`src/rtl/dmem_vga_bridge_if.sv`:
```
// Bus bundle between the processor data-memory port, the bridge and the VGA framebuffer.
// The master side drives the processor store and the blanking indication; the slave is the bridge.
interface dmem_vga_bridge_if #(
   parameter int PIX_AW  = 19,
   parameter int COLOR_W = 8,
   parameter int CNT_W   = 4
);
   logic [11:0]        address_dmem;
   logic [31:0]        data;
   logic               wren;
   logic               dmem_wren;
   logic               fb_ready;
   logic               fb_we;
   logic [PIX_AW-1:0]  fb_addr;
   logic [COLOR_W-1:0] fb_data;
   logic [CNT_W-1:0]   fifo_count;
   logic               overflow;

   modport master (
      output address_dmem, data, wren, fb_ready,
      input  dmem_wren, fb_we, fb_addr, fb_data, fifo_count, overflow
   );

   modport slave (
      input  address_dmem, data, wren, fb_ready,
      output dmem_wren, fb_we, fb_addr, fb_data, fifo_count, overflow
   );
endinterface

```
`src/rtl/dmem_vga_bridge.sv`:
```
// Splits processor stores between data memory and an MMIO pixel port; pixel writes are queued
// in a small FIFO and drained to the framebuffer only while the VGA side reports blanking.
module dmem_vga_bridge #(
   parameter int FIFO_DEPTH = 8,
   parameter int PIX_AW     = 19,
   parameter int PIX_MAX    = 307199,
   parameter int COLOR_W    = 8
) (
   input  logic               clock,
   input  logic               reset,
   dmem_vga_bridge_if.slave   bus
);
   localparam int AW = $clog2(FIFO_DEPTH);
   localparam int CW = AW + 1;
   localparam int EW = PIX_AW + COLOR_W;

   logic             in_window;
   logic             set_ptr;
   logic             push;
   logic             clr_ovf;
   logic             full;
   logic             empty;
   logic             pop;
   logic             push_ok;
   logic             drop;

   logic [PIX_AW-1:0]  ptr;
   logic [AW-1:0]      wr_idx;
   logic [AW-1:0]      rd_idx;
   logic [CW-1:0]      count;
   logic               overflow_q;
   logic               fb_we_q;
   logic [PIX_AW-1:0]  fb_addr_q;
   logic [COLOR_W-1:0] fb_data_q;
   logic [EW-1:0]      mem [FIFO_DEPTH];

   assign in_window = (bus.address_dmem[11:8] == 4'hF);
   assign set_ptr   = bus.wren && in_window && (bus.address_dmem[7:0] == 8'h00);
   assign push      = bus.wren && in_window && (bus.address_dmem[7:0] == 8'h01);
   assign clr_ovf   = bus.wren && in_window && (bus.address_dmem[7:0] == 8'h02) && bus.data[0];

   // Pass-through path is purely combinational so it is unaffected by reset.
   assign bus.dmem_wren = bus.wren && !in_window;

   assign full    = (count == CW'(FIFO_DEPTH));
   assign empty   = (count == '0);
   assign pop     = bus.fb_ready && !empty;
   assign push_ok = push && (!full || pop);
   assign drop    = push && full && !pop;

   // When full with a pop, wr_idx equals rd_idx; the old head is read before it is overwritten.
   always_ff @(posedge clock) begin
      if (push_ok) begin
         mem[wr_idx] <= {ptr, bus.data[COLOR_W-1:0]};
      end
   end

   always_ff @(posedge clock or posedge reset) begin
      if (reset) begin
         ptr        <= '0;
         wr_idx     <= '0;
         rd_idx     <= '0;
         count      <= '0;
         overflow_q <= 1'b0;
      end else begin
         if (set_ptr) begin
            ptr <= (bus.data >= 32'(PIX_MAX)) ? '0 : bus.data[PIX_AW-1:0];
         end else if (push) begin
            ptr <= (ptr == PIX_AW'(PIX_MAX)) ? '0 : ptr + 1'b1;
         end
         if (push_ok) begin
            wr_idx <= wr_idx + 1'b1;
         end
         if (pop) begin
            rd_idx <= rd_idx + 1'b1;
         end
         count <= count + CW'(push_ok) - CW'(pop);
         if (drop) begin
            overflow_q <= 1'b1;
         end else if (clr_ovf) begin
            overflow_q <= 1'b0;
         end
      end
   end

   // Registered drain stage: an entry popped on this edge is presented for one cycle after it.
   always_ff @(posedge clock or posedge reset) begin
      if (reset) begin
         fb_we_q   <= 1'b0;
         fb_addr_q <= '0;
         fb_data_q <= '0;
      end else begin
         fb_we_q <= pop;
         if (pop) begin
            {fb_addr_q, fb_data_q} <= mem[rd_idx];
         end
      end
   end

   assign bus.fb_we      = fb_we_q;
   assign bus.fb_addr    = fb_addr_q;
   assign bus.fb_data    = fb_data_q;
   assign bus.fifo_count = count;
   assign bus.overflow   = overflow_q;
endmodule

```
`src/flat_wrapper.sv`:
```
// flat-port wrapper written by rule: the top's interface ports become plain ports
module dmem_vga_bridge_flat 
#(
   parameter int FIFO_DEPTH = 8,
   parameter int PIX_AW     = 19,
   parameter int PIX_MAX    = 307199,
   parameter int COLOR_W    = 8
)
  (clock, reset, bus_address_dmem, bus_data, bus_wren, bus_fb_ready, bus_dmem_wren, bus_fb_we, bus_fb_addr, bus_fb_data, bus_fifo_count, bus_overflow);
  dmem_vga_bridge_if #(.PIX_AW(PIX_AW), .COLOR_W(COLOR_W)) bus_i ();
  input  logic clock;
  input  logic reset;
  input wire logic [$bits(bus_i.address_dmem)-1:0] bus_address_dmem;
  input wire logic [$bits(bus_i.data)-1:0] bus_data;
  input wire logic [$bits(bus_i.wren)-1:0] bus_wren;
  input wire logic [$bits(bus_i.fb_ready)-1:0] bus_fb_ready;
  output wire logic [$bits(bus_i.dmem_wren)-1:0] bus_dmem_wren;
  output wire logic [$bits(bus_i.fb_we)-1:0] bus_fb_we;
  output wire logic [$bits(bus_i.fb_addr)-1:0] bus_fb_addr;
  output wire logic [$bits(bus_i.fb_data)-1:0] bus_fb_data;
  output wire logic [$bits(bus_i.fifo_count)-1:0] bus_fifo_count;
  output wire logic [$bits(bus_i.overflow)-1:0] bus_overflow;
  assign bus_i.address_dmem = bus_address_dmem;
  assign bus_i.data = bus_data;
  assign bus_i.wren = bus_wren;
  assign bus_i.fb_ready = bus_fb_ready;
  assign bus_dmem_wren = bus_i.dmem_wren;
  assign bus_fb_we = bus_i.fb_we;
  assign bus_fb_addr = bus_i.fb_addr;
  assign bus_fb_data = bus_i.fb_data;
  assign bus_fifo_count = bus_i.fifo_count;
  assign bus_overflow = bus_i.overflow;
  dmem_vga_bridge #(.FIFO_DEPTH(FIFO_DEPTH), .PIX_AW(PIX_AW), .PIX_MAX(PIX_MAX), .COLOR_W(COLOR_W)) u_core (.clock(clock), .reset(reset), .bus(bus_i));
endmodule
```
`config.mk`:
```
export PLATFORM = sky130hd
export DESIGN_NAME = dmem_vga_bridge_flat
export DESIGN_NICKNAME = d
export VERILOG_FILES = /design/src/rtl/dmem_vga_bridge_if.sv /design/src/rtl/dmem_vga_bridge.sv /design/src/flat_wrapper.sv
export SDC_FILE = /design/constraint.sdc
export NUM_CORES = 1
export LEC_CHECK = 0
export CAP_MARGIN = 40
export CELL_PAD_IN_SITES_DETAIL_PLACEMENT = 1
export CELL_PAD_IN_SITES_GLOBAL_PLACEMENT = 2
export CORE_AREA = 8 8 176 178
export DETAILED_ROUTE_END_ITERATION = 12
export DIE_AREA = 0 0 184 186
export PLACE_DENSITY_LB_ADDON = 0.1
export SLEW_MARGIN = 20
export SYNTH_ARGS = -nofsm -noshare
export SYNTH_HDL_FRONTEND = slang
export SYNTH_SLANG_ARGS = --single-unit
```
`constraint.sdc`:
```
create_clock -name clock -period 3.8 [get_ports clock]
set_clock_uncertainty 0.15 [all_clocks]
set_input_delay 0.76 -clock clock [delete_from_list [all_inputs] [get_ports clock]]
set_output_delay 0.76 -clock clock [all_outputs]
set_load 0.01 [all_outputs]
```
==> results.yml <==
critical_path:
  ff2ff_setup_slack_ns: 0.93
  crit_path_start: "bus_address_dmem[11]"
  critical_path_peak_fanout: 5
  cp_data_arrival_time_ns: 2.11
  timing.critical_path.mode_cell: "clkdlybuf4s50_1"
  cp_max_stage_delay_ns: 0.49
  cp_slowest_cell: "clkdlybuf4s50_1"
  critical_path.reg2reg.endpoint: "u_core.ptr[11]"
  crit_cells: 4
  critPathCaptureType: "output port"
  worst-r2r-cell-count: 6
  crit_path_required_time_ns: 2.89
  endpoint: "bus_dmem_wren"
  path_buf_inv: 2
  worst_r2r_start: "u_core.ptr[1]"
  path_cells: "clkdlybuf4s50_1 > and4_1 > nor2b_1 > clkdlybuf4s50_1"
  start_kind: "input pin"
  cell_family_with_most_cp_delay: "buffers and inverters"
  timing_worst_setup_path_type: "in2out"
finish:
  layout.filler_cells: 2719
  area_growth_pct: 22.29
  antenna_diode_count: 0
  final_layout_size_suffix_gt1_share_pct: 18.31
  finalNetCount: 806
yosys:
  number_of_enable_flip_flop_cells_after_synthesis: 216
  postSynth.asyncResetShare_pct: 21.17
  netlist_top_cells_count: "edfxtp_1 (216), dfrtp_1 (58), mux4_2 (54), nand2_1 (52), o21ai_0 (42)"
  synth_largest_area_cell: "edfxtp_1"
  yosys_warnings: 0
  synth-adder-area-share_pct: 1.193
  synthCells: 639
  synth_top_flop_cell: "edfxtp_1"
  portion_of_netlist_area_occupied_by_mux_cells_pct: 13.47
  synth_compound_area_share_pct: 5.188
  synth_fp_nets: 697
  post_synth.cell_area_avg_um2: 17.40
  netlist_area_um2: 11120
  synthTopCellsByArea: "edfxtp_1 (58%), dfrtp_1 (13%), mux4_2 (11%), mux2i_1 (2.4%), o21ai_0 (1.9%)"
  yosysSeqAreaShare_pct: 71.39
  synth_top_family_by_area: "multiplexers"
  ys_ff_latch: 274
  synth_top_area_share_pct: 58.34
  netlist_cell_types: 56
  most_frequent_cell_after_synthesis: "edfxtp_1"
  synth_simple_gate_area_share_pct: 6.718
  synth-xor-area-share_pct: 0.3939
power_and_ir_drop:
  ir_drop_mv: 0.3248
  totalPowerFinal_mw: 8.078
  power_density_cells_nw_per_um2: 594.1
  power_leakage_nw: 4.962
timing:
  worst_slew_pin_slew_ns: 0.6918
  report.final.setup_viol: 0
  final-max-slew-violation-count: 0
  grt_setup_unrepaired: "no"
  finalCritPeriodShare_pct: 79.58
  slew_headroom_pct: 53.88
  period_minus_slack_ns: 3.024
  max_freq_ghz: 0.3307
  timing.setup.tns_ns: 0
  finalHoldViolCount: 0
clocking:
  cts-root-buf: "clkbuf_16"
  cts.repair.resized: 0
  h-tree-depth: 1
  worstSkewPairLatency_ns: 0.54
  clock_tree.buffer_depth: 3
  tritoncts: "done"
  clkSinkCount: 274
  cts_inserted_buffers: 29
  clk_pin_slew_worst_paths_ns: 0.06
  hold_buffers: 0
  cts_setup_buffers: 0
global_routing:
  grt_first_pass_wirelength_um: 42030
  antenna_found_initial: 1
  grt_max_degree: 59
  global_route.usage.total_pct: 16.19
  first_global_vias: 6973
  globalRouteOverflowTotal: 0
floorplanning:
  initial_cell_density_of_the_core_pct: 39.37
  core-area_um2: 28240
  die_area_um2: 34220
  chipWidth_um: 184
  floorplan.rows: 62
  design.portCount: 82
  die_h_um: 186
drt:
  routed_via_count: 6266
  via_density_per_instance: 5.430
  route.detailed.wl_per_inst_um: 23.50
  drt_pre_antenna_iters: 4
  final_antenna_net_count: 0
  postRouteWirelength_um: 27120
  remaining_drc_errors: 0
  drt_iter0_markers: 472
placed_design:
  port-buffer-count: 81
  dpl.hpwl_um: 17960
  globalplace.congestion: 0.7969
min_path:
  holdCritPathClass: "reg2reg"
status:
  outcome: "finished, final reports clean"
job:
  max_cap_violations: 0
-- tightest hold or removal path, cell delays in order (launching register included) --
cell	delay, ns
dfrtp_1	0.34
nand2_1	0.05
o21ai_0	0.06
-- metrics by stage --
step	instance area, um^2	hold slack [ns]	utilization (%)	instances	setup slack, ns
final	13600	0.3257	48.15	1154	0.7761
after global routing	13600	0.3516	48.15	1154	0.7291
after CTS	13600	0.3337	48.15	1154	0.7737
after detailed placement	12640	0.3195	44.77	1101	0.3569
after global placement	12640	0.3108	44.77	1101	0.4501
after floorplan	11130	0.3639	-	639	0.2095
-- kinds of logic (layout without fill, tap and decap cells) --
| logic type | after synthesis | after routing |
|---|---|---|
| xor gates and xnor gates | 5 | 5 |
| AOI/OAI and AO/OA | 90 | 90 |
| adders and majority gates | 10 | 10 |
| muxes | 82 | 82 |
| and+or+nand+nor | 135 | 135 |
| DFF | 274 | 274 |
| buffers and inverters | 43 | 174 |
-- layer usage --
metal	GRT usage [%]	share of wire (%)	up-vias
li1	-	-	2762
met1	20.97	43	3298
met2	28.29	50	163
met3	2.557	5.3	43
met4	3.808	1.9	0
met5	0	0	-
-- placed cells by master (no fill, tap or decap), drive strengths merged, types with 4 or more instances in the layout --
master,synthesis,layout
nor2,18,18
clkinv,0,9
mux2i,27,27
o21ai,43,43
ha,9,9
nor3,6,6
xnor2,4,4
clkbuf,16,37
nand4,13,13
nand2b,5,5
a21oi,6,6
mux4,54,54
a21o,9,9
nand4b,5,5
and3,6,6
a32oi,4,4
nor4,8,8
nand2,52,52
clkdlybuf4s50,0,81
edfxtp,216,216
a211o,4,4
inv,15,17
o31ai,4,4
dfrtp,58,58
nand3,4,4
buf,12,25
-- state kept, by name (all words and copies together) (netlist names) --
register,cells
u_core.bus.fb_addr,19
u_core.bus.fb_data,8
u_core.bus.fb_we,1
u_core.bus.fifo_count,4
u_core.bus.overflow,1
u_core.mem,216
u_core.ptr,19
u_core.rd_idx,3
u_core.wr_idx,3
-- final cells by class --
| type | count | area, um^2 | share of cell area [%] |
|---|---|---|---|
| clock inverters | 16 | 170.2 | 1.251 |
| multi-input cells | 322 | 3038 | 22.34 |
| inverters | 15 | 56.30 | 0.4141 |
| well taps | 384 | 480.5 | 3.534 |
| repair buffers | 106 | 1124 | 8.264 |
| clock buffers | 37 | 785.8 | 5.779 |
| flip-flops and latches | 274 | 7943 | 58.42 |
-- where the power goes --
part | switching, mW | internal (mW) | total (mW)
clock network | 1.14 | 1.67 | 2.80
logic | 0.723 | 0.929 | 1.65
registers | 0.248 | 3.37 | 3.62
total | 2.11 | 5.97 | 8.08
-- how the worst min path moves through the flow --
stage	startpoint	endpoint	cells after the start
3_3_place_gp	u_core.bus.fb_data[6]	u_core.bus.fb_data[6]	2
3_5_place_dp	u_core.bus.fb_addr[13]	u_core.bus.fb_addr[13]	2
6_report	u_core.bus.fb_addr[13]	u_core.bus.fb_addr[13]	2
2_1_floorplan	u_core.wr_idx[0]	u_core.wr_idx[0]	2
5_1_grt	u_core.bus.fb_addr[10]	u_core.bus.fb_addr[10]	2
4_1_cts	u_core.bus.fb_addr[13]	u_core.bus.fb_addr[13]	2
Power figures use the tool's default switching activity.
